$ cat src/rtl/adc_capture_pkg.sv
// Shared definitions for the ADC capture path: state encoding, field widths
// and the sample sign-extension helper.
package adc_capture_pkg;

    typedef enum logic [1:0] {
        ST_IDLE    = 2'd0,
        ST_CAPTURE = 2'd1,
        ST_FLUSH   = 2'd2,
        ST_DONE    = 2'd3
    } cap_state_t;

    localparam int SAMPLE_W = 12;
    localparam int HALF_W   = 6;
    localparam int WORD_W   = 32;
    localparam int EXT_W    = 16;

    function automatic logic [EXT_W-1:0] sign_extend(input logic [SAMPLE_W-1:0] s);
        return {{(EXT_W-SAMPLE_W){s[SAMPLE_W-1]}}, s};
    endfunction

endpackage

$ cat src/rtl/adc_pair_packer_if.sv
// Write-enable/full handshake toward the upstream FIFO.
interface adc_pair_packer_if;

    logic                              fifo_full;
    logic                              fifo_wr_en;
    logic [adc_capture_pkg::WORD_W-1:0] fifo_din;

    modport master (input fifo_full, output fifo_wr_en, output fifo_din);
    modport slave  (output fifo_full, input fifo_wr_en, input fifo_din);

endinterface

$ cat src/rtl/adc_pair_packer_fmt.sv
// Combinational sample formatter: bit ordering of the two DDR half-words,
// offset-binary to two's complement conversion and sign extension.
module adc_sample_fmt
    import adc_capture_pkg::*;
#(
    parameter bit BIT_INTERLEAVE = 1'b1,
    parameter bit OFFSET_BINARY  = 1'b1
) (
    input  logic [SAMPLE_W-1:0] i_raw,
    output logic [EXT_W-1:0]    o_sample
);

    logic [SAMPLE_W-1:0] w_ordered;
    logic [SAMPLE_W-1:0] w_twos;

    // i_raw is {dch1, dch2}; interleave puts dch1 on odd bits, dch2 on even bits
    always_comb begin
        w_ordered = {SAMPLE_W{1'b0}};
        if (BIT_INTERLEAVE == 1'b1) begin
            for (int k = 0; k < HALF_W; k++) begin
                w_ordered[2*k+1] = i_raw[HALF_W+k];
                w_ordered[2*k]   = i_raw[k];
            end
        end else begin
            w_ordered = i_raw;
        end

        if (OFFSET_BINARY == 1'b1) begin
            w_twos = {~w_ordered[SAMPLE_W-1], w_ordered[SAMPLE_W-2:0]};
        end else begin
            w_twos = w_ordered;
        end

        o_sample = sign_extend(w_twos);
    end

endmodule

$ cat src/rtl/adc_pair_packer.sv
// Counted ADC capture: merges DDR half-words into samples, packs two samples
// per 32-bit word and writes them to the upstream FIFO without ever stalling.
module adc_pair_packer
    import adc_capture_pkg::*;
#(
    parameter bit BIT_INTERLEAVE = 1'b1,
    parameter bit OFFSET_BINARY  = 1'b1,
    parameter int CNT_W          = 16
) (
    input  logic                dco,
    input  logic                rst,
    input  logic [HALF_W-1:0]   dch1,
    input  logic [HALF_W-1:0]   dch2,
    input  logic                start,
    input  logic [CNT_W-1:0]    n_samples,
    adc_pair_packer_if.master   fifo,
    output logic                busy,
    output logic                done,
    output logic                overflow
);

    logic [SAMPLE_W-1:0] r_s_reg;
    cap_state_t          r_state;
    logic [CNT_W-1:0]    r_remaining;
    logic                r_hi;
    logic [EXT_W-1:0]    r_low;
    logic                r_wr_en;
    logic [WORD_W-1:0]   r_din;
    logic                r_busy;
    logic                r_done;
    logic                r_overflow;

    logic [EXT_W-1:0]    w_sample;
    logic                w_last;
    logic                w_issue;
    logic [WORD_W-1:0]   w_word;

    adc_sample_fmt #(
        .BIT_INTERLEAVE (BIT_INTERLEAVE),
        .OFFSET_BINARY  (OFFSET_BINARY)
    ) u_fmt (
        .i_raw    (r_s_reg),
        .o_sample (w_sample)
    );

    // Word issue: a pair completes on the high half; an odd final sample is
    // issued as a zero-padded word in the same cycle it is taken.
    always_comb begin
        w_last  = (r_remaining == CNT_W'(1));
        w_issue = 1'b0;
        w_word  = {WORD_W{1'b0}};
        if (r_state == ST_CAPTURE) begin
            if (r_hi) begin
                w_issue = 1'b1;
                w_word  = {w_sample, r_low};
            end else if (w_last) begin
                w_issue = 1'b1;
                w_word  = {{EXT_W{1'b0}}, w_sample};
            end else begin
                w_issue = 1'b0;
            end
        end else begin
            w_issue = 1'b0;
        end
    end

    // Capture FSM, packer and FIFO handshake. FLUSH is the cycle in which the
    // final word sits on the bus; DONE coincides with the done pulse.
    always_ff @(posedge dco) begin
        if (rst) begin
            r_s_reg     <= {SAMPLE_W{1'b0}};
            r_state     <= ST_IDLE;
            r_remaining <= {CNT_W{1'b0}};
            r_hi        <= 1'b0;
            r_low       <= {EXT_W{1'b0}};
            r_wr_en     <= 1'b0;
            r_din       <= {WORD_W{1'b0}};
            r_busy      <= 1'b0;
            r_done      <= 1'b0;
            r_overflow  <= 1'b0;
        end else begin
            r_s_reg <= {dch1, dch2};
            r_wr_en <= 1'b0;
            r_done  <= 1'b0;

            if (w_issue) begin
                if (fifo.fifo_full) begin
                    r_overflow <= 1'b1;
                end else begin
                    r_wr_en <= 1'b1;
                    r_din   <= w_word;
                end
            end

            case (r_state)
                ST_IDLE: begin
                    if (start) begin
                        r_remaining <= n_samples;
                        r_hi        <= 1'b0;
                        r_overflow  <= 1'b0;
                        r_busy      <= 1'b1;
                        if (n_samples == {CNT_W{1'b0}}) begin
                            r_state <= ST_DONE;
                            r_done  <= 1'b1;
                        end else begin
                            r_state <= ST_CAPTURE;
                        end
                    end
                end
                ST_CAPTURE: begin
                    r_remaining <= r_remaining - CNT_W'(1);
                    r_hi        <= ~r_hi;
                    if (!r_hi) begin
                        r_low <= w_sample;
                    end
                    if (w_last) begin
                        r_state <= ST_FLUSH;
                    end
                end
                ST_FLUSH: begin
                    r_state <= ST_DONE;
                    r_done  <= 1'b1;
                end
                ST_DONE: begin
                    r_state <= ST_IDLE;
                    r_busy  <= 1'b0;
                end
                default: begin
                    r_state <= ST_IDLE;
                    r_busy  <= 1'b0;
                end
            endcase
        end
    end

    assign fifo.fifo_wr_en = r_wr_en;
    assign fifo.fifo_din   = r_din;
    assign busy            = r_busy;
    assign done            = r_done;
    assign overflow        = r_overflow;

endmodule

$ cat src/flat_wrapper.sv
// flat-port wrapper written by rule: the top's interface ports become plain ports
module adc_pair_packer_flat import adc_capture_pkg::*;
#(
    parameter bit BIT_INTERLEAVE = 1'b1,
    parameter bit OFFSET_BINARY  = 1'b1,
    parameter int CNT_W          = 16
)
  (dco, rst, dch1, dch2, start, n_samples, busy, done, overflow, fifo_fifo_full, fifo_fifo_wr_en, fifo_fifo_din);
  adc_pair_packer_if fifo_i ();
  input  logic dco;
  input  logic rst;
  input  logic [HALF_W-1:0] dch1;
  input  logic [HALF_W-1:0] dch2;
  input  logic start;
  input  logic [CNT_W-1:0] n_samples;
  output logic busy;
  output logic done;
  output logic overflow;
  input wire logic [$bits(fifo_i.fifo_full)-1:0] fifo_fifo_full;
  output wire logic [$bits(fifo_i.fifo_wr_en)-1:0] fifo_fifo_wr_en;
  output wire logic [$bits(fifo_i.fifo_din)-1:0] fifo_fifo_din;
  assign fifo_i.fifo_full = fifo_fifo_full;
  assign fifo_fifo_wr_en = fifo_i.fifo_wr_en;
  assign fifo_fifo_din = fifo_i.fifo_din;
  adc_pair_packer #(.BIT_INTERLEAVE(BIT_INTERLEAVE), .OFFSET_BINARY(OFFSET_BINARY), .CNT_W(CNT_W)) u_core (.dco(dco), .rst(rst), .dch1(dch1), .dch2(dch2), .start(start), .n_samples(n_samples), .fifo(fifo_i), .busy(busy), .done(done), .overflow(overflow));
endmodule
$ cat config.mk
export PLATFORM = sky130hd
export DESIGN_NAME = adc_pair_packer_flat
export DESIGN_NICKNAME = d
export VERILOG_FILES = /design/src/rtl/adc_capture_pkg.sv /design/src/rtl/adc_pair_packer_if.sv /design/src/rtl/adc_pair_packer_fmt.sv /design/src/rtl/adc_pair_packer.sv /design/src/flat_wrapper.sv
export SDC_FILE = /design/constraint.sdc
export NUM_CORES = 1
export LEC_CHECK = 0
export CAP_MARGIN = 20
export CORE_ASPECT_RATIO = 0.9
export CORE_MARGIN = 1.5
export CORE_UTILIZATION = 52
export CTS_CLUSTER_DIAMETER = 40
export DETAILED_ROUTE_END_ITERATION = 7
export PLACE_DENSITY = 0.78
export SLEW_MARGIN = 30
export SYNTH_ARGS = -nofsm -noshare
export SYNTH_HDL_FRONTEND = slang
export SYNTH_SLANG_ARGS = --single-unit
$ cat constraint.sdc
create_clock -name dco -period 2.46 [get_ports dco]
set_input_delay 0.492 -clock dco [delete_from_list [all_inputs] [get_ports dco]]
set_output_delay 0.492 -clock dco [all_outputs]
set_load 0.02 [all_outputs]
# == Word-level counts from Yosys, hierarchy flattened ==
# Index checks and enable logic that the tools add are counted.
# Widths: inputs -> output; s select.
# word_totals
reg_bits,79
out_inout_bits,36
input_bits,32
word_cells,55
# op_classes
n_bitwise,4
add_sub_neg,1
n_mux,24
n_eq_ne,6
reduce_logical,10
# op_table
operator,count
$mux 32,2
$mux 16,2
$pmux 16 s2,1
$eq 16x1->1 const B,1
$logic_not 16->1,1
$sub 16x1->16 const B,1
$mux 1,12
$reduce_and 2->1,5
$pmux 2 s4,1
$mux 2,3
$pmux 1 s2,3
$eq 2x2->1 const B,2
$not 1->1,4
$reduce_bool 2->1,2
$eq 2x1->1 const B,1
$logic_not 2->1,1
$ne 2x1->1 const B,1
$ne 2x2->1 const B,1
$reduce_or 2->1,1

# == Depth between registers and ports, before layout ==
# depth
ltp_word,7
ltp_mapped,8
mapped_depth_nobuf,6

# == Hierarchy ==
# A second synthesis with hierarchy kept.
# hier_totals
cells_unflattened,478
hier_area_um2,3905.0
# by_module_without_submodules
module,cells_per_inst,n_inst,area_per_inst_um2,seq_area_each_um2
adc_pair_packer,462,1,3788.6,1661.6
adc_sample_fmt,16,1,116.4,0.0

# == Worst setup path after synthesis ==
# OpenSTA, ideal clock, no wires.
# synth_timing
path_kind,flip-flop to flip-flop
start,register u_core.r_state[1]
end,register u_core.r_remaining[14]
t_arrival_ns,1.602
synth_period_minus_slack_ns,1.734
n_path_buf,2
setup_ns,0.132
setup_slack_ns,0.726
required_ns,2.328
stages_incl_launch_ff,8
cell_sequence,dfxtp_1 inv_1 ha_1 clkbuf_1 clkbuf_1 o21ai_0 o31ai_1 a21oi_1
# synth_between
elab_chain_cells,3
word_cells_on_any_way,6
cone_classes,eq/ne: 2; mux: 1; reduce/logical: 3
# synth_lines
element,line_no,text
from (decl),adc_pair_packer.sv:23,cap_state_t r_state;
from (signal assigned),adc_pair_packer.sv:72,r_state <= ST_IDLE;
from (signal assigned),adc_pair_packer.sv:103,r_state <= ST_DONE;
from (signal assigned),adc_pair_packer.sv:106,r_state <= ST_CAPTURE;
$eq 2x1->1 / $logic_not 2->1 (equally long branches),adc_pair_packer.sv:95,case (r_state)
$reduce_bool 2->1 (no line) / $ne 2x2->1 (equally long branches),n/a,
$reduce_and 2->1 (no line),n/a,
to (signal assigned),adc_pair_packer.sv:73,r_remaining <= {CNT_W{1'b0}};
to (signal assigned),adc_pair_packer.sv:98,r_remaining <= n_samples;
to (signal assigned),adc_pair_packer.sv:111,r_remaining <= r_remaining - CNT_W'(1);
to (decl),adc_pair_packer.sv:24,logic [CNT_W-1:0] r_remaining;
# Parallel ways exist; a longest one is shown, timed or not.
# A chain may end at the register's enable or synchronous reset.

# == Final worst setup path ==
# layout_timing
start,register u_core.r_remaining[0]
end,"register u_core.r_din[19], in the netlist u_core.fifo.fifo_din[19]"
# layout_between
elab_chain_cells,5
# layout_lines
element,line_no,text
$eq 16x1->1,adc_pair_packer.sv:49,w_last = (r_remaining == CNT_W'(1));
$mux 1,adc_pair_packer.sv:56,end else if (w_last) begin
$mux 1,adc_pair_packer.sv:53,if (r_hi) begin
$mux 1,adc_pair_packer.sv:52,if (r_state == ST_CAPTURE) begin
$reduce_and 2->1 (no line),n/a,
to (signal assigned),adc_pair_packer.sv:77,r_din <= {WORD_W{1'b0}};
to (signal assigned),adc_pair_packer.sv:91,r_din <= w_word;
to (decl),adc_pair_packer.sv:28,logic [WORD_W-1:0] r_din;
# No other way between the ends.

==> summary.txt <==
Diodes inserted: 0
Count of final hold-check violations: 0
Post-Syn Instances: 403
DRC viols: 0
Data arrival, critical path: 2340 ps
Global-route wire length before repair: 13800 microns
Yosys top cell by area: dfxtp_1
Delay-heaviest family, CP: simple AND/OR/NAND/NOR gates
Gr ovfl total: 0
DR iter-0 viols: 187
GRT Resource Usage Total: 23.6%
Post-synth top flop: dfxtp_1
Final Cycle Share: 83.7%
Max_slew headroom: 57.4%
Die width: 89.8 microns
Maximum fanout along the worst path: 24
Vias in the first global route: 2819
Met1 wire length: 4160 microns
Top layer reached by signal wires: met4
Die height: 81.1 microns
Clock Tree Root: clkbuf_8
Crit-path max cell delay: 410 ps
Synth top cells by count: 71 x dfxtp_1, 33 x nand2_1, 32 x a21oi_1
Largest net degree at the start of global routing: 32
Hold Path Class: flop to flop
Worst Path Required: 2740 ps
Syn nets: 441
Share of the synthesized area in the top cell type: 40.3%
Area grow syn2layout: 24.4%
Setup violators final: 0
Max frequency: 0.485 GHz
Clock Latency Late Sink: 350 ps
Met3 wire length: 521 microns
Register area share after synthesis: 40.3%
Final wirelength: 8430 microns
Power per cell area: 980 nW/um^2
Crit-path cells: ha_1 -> nor4b_1 -> nand4_2 -> a21oi_4 -> buf_4 -> mux2i_1
Die area: 7280 sq um
Max Cap Viol: 0
Clock Skews: 9.63 ps
DR vias/cell: 5.73
Post-Syn Area: 3520 sq um
Number of synthesis warnings: 0
Final WS setup: 400 ps
Max reg flops: 24
Clock transition at the registers of the reported paths: 70 ps
Slew Viols, Final: 0
CTS Sinks: 71
Syn Area/Cell: 8.74 sq um
Max Root-Sink Buffers: 2
Worst reg2reg setup slack: 400 ps
CTS Buf Count: 9
Most frequent cell after synthesis: dfxtp_1
Final GP Congestion: 0.896
Slowest CP cell: dfxtp_1
RSZ-0062 raised after global routing: no
CTS tree: built
Htree depth: 3
Worst-margin pin slew: 634 ps
CP bufs+invs: 1
Number of buffers added on ports: 67
Outcome: complete, no violations
Setup WS pre-CTS: 403 ps
# rows: 28
Filler instances: 553
Leak: 1.48 nW
Worst setup SP type: flop
DRT Pass-1 Iters: 4
Sum of negative setup slack: 0 ps
Num ports: 68
Initial Util: 53.8%
Crit path kind: flop to flop
Synth Register Bits: 71
Hold buffer count at cts: 0
Wire length on met2: 3610 microns
Via count: 3150
Maximum VDD drop: 0.602 mV
Async SR Flop Fraction: 0%
Fraction of final layout cells sized beyond drive strength 1: 9.13%
Post-cts resize count: 0
Worst setup EP type: flop
Netlist cell types: 59
Routed Antenna Nets: 0
Area contributors post-synth: dfxtp_1 40%, a21oi_1 4.5%, mux2i_1 4.0%, o32ai_1 3.7%, nand2_1 3.5%
Initial antenna violation count: 0
Nets: 493
WL per Instance: 15.3 microns
CORE AREA: 6550 sq um
DP HPWL: 5780 microns
Post-CTS Setup Bufs: 0
Tmin final: 2060 ps
EDFF count, synth: 0
area by class of cell:
| class | count | area [sq um] | share of cell area [%] |
|---|---|---|---|
| repair buffers | 77 | 741 | 16.9 |
| clock inverters | 5 | 57.6 | 1.31 |
| inverters | 19 | 71.3 | 1.63 |
| multi-input cells | 277 | 1840 | 41.9 |
| clock buffers | 11 | 141 | 3.23 |
| flip-flops and latches | 71 | 1420 | 32.4 |
| well taps | 90 | 113 | 2.57 |
logic make-up (layout without fill, tap and decap cells):
| family | count (synthesis) | after routing | synth area share (%) |
|---|---|---|---|
| fa+ha+maj | 6 | 6 | 2.13 |
| compound gates | 105 | 105 | 20.0 |
| mux | 16 | 16 | 4.62 |
| flops | 71 | 71 | 40.3 |
| buf+inv | 55 | 112 | 7.53 |
| simple gates | 150 | 150 | 25.4 |
tightest hold or removal path: cells and delay by family, from the launching register on:
family           cells  cell delay, ps
AND/OR/NAND/NOR      1              50
flip-flops           1             310
AO/OA/AOI/OAI        1              50
final timing paths:
| kind | end | cells past startpoint | start |
|---|---|---|---|
| worst min-delay path | u_core.r_low[7] | 2 | u_core.r_low[7] |
| worst max-delay path | u_core.fifo.fifo_din[19] | 6 | u_core.r_remaining[0] |
| worst max register to register | u_core.fifo.fifo_din[19] | 6 | u_core.r_remaining[0] |
| worst min register to register | u_core.r_low[7] | 2 | u_core.r_low[7] |
where the power goes:
part	switching [mW]	internal [mW]	leakage, nW
combinational	1.05	0.732	0.796
clock	0.443	0.496	0.103
sequential	0.237	1.34	0.580
layer usage:
layer  vias to the layer above  track usage (%)
met5                         -                0
met4                         0             8.41
met3                        16             5.62
met2                        96             35.6
met1                      1488             33.2
li1                       1550                -
stage by stage:
| stage | hold WS [ps] | instances | util, % | total power, mW | instance area, sq um |
|---|---|---|---|---|---|
| after floorplan | 432 | 403 | - | 2.85 | 3520 |
| after CTS | 452 | 550 | 66.9 | 4.28 | 4380 |
| final | 451 | 550 | 66.9 | 4.30 | 4380 |
| after global routing | 473 | 550 | 66.9 | 4.56 | 4380 |
| after global placement | 437 | 534 | 63.8 | 3.31 | 4180 |
| after detailed placement | 442 | 534 | 63.8 | 3.34 | 4180 |
placed cells by master, fill, tap and decap left out, types with 3 or more instances in the layout:
cell type        count
dfxtp_1             71
clkdlybuf4s50_1     66
nand2_1             33
a21oi_1             32
nand2b_1            19
inv_1               18
nor2b_1             18
a31oi_1             16
o32ai_1             15
o21ai_0             14
nand3b_1            14
mux2i_1             14
nor2_1              13
and2_1              12
clkbuf_8            10
buf_4               10
nor3_1               8
nor4_1               7
ha_1                 6
a41oi_1              4
a211oi_1             4
o31ai_1              4
nand3_1              3
o31a_1               3
(Power assumes the default switching activity.)
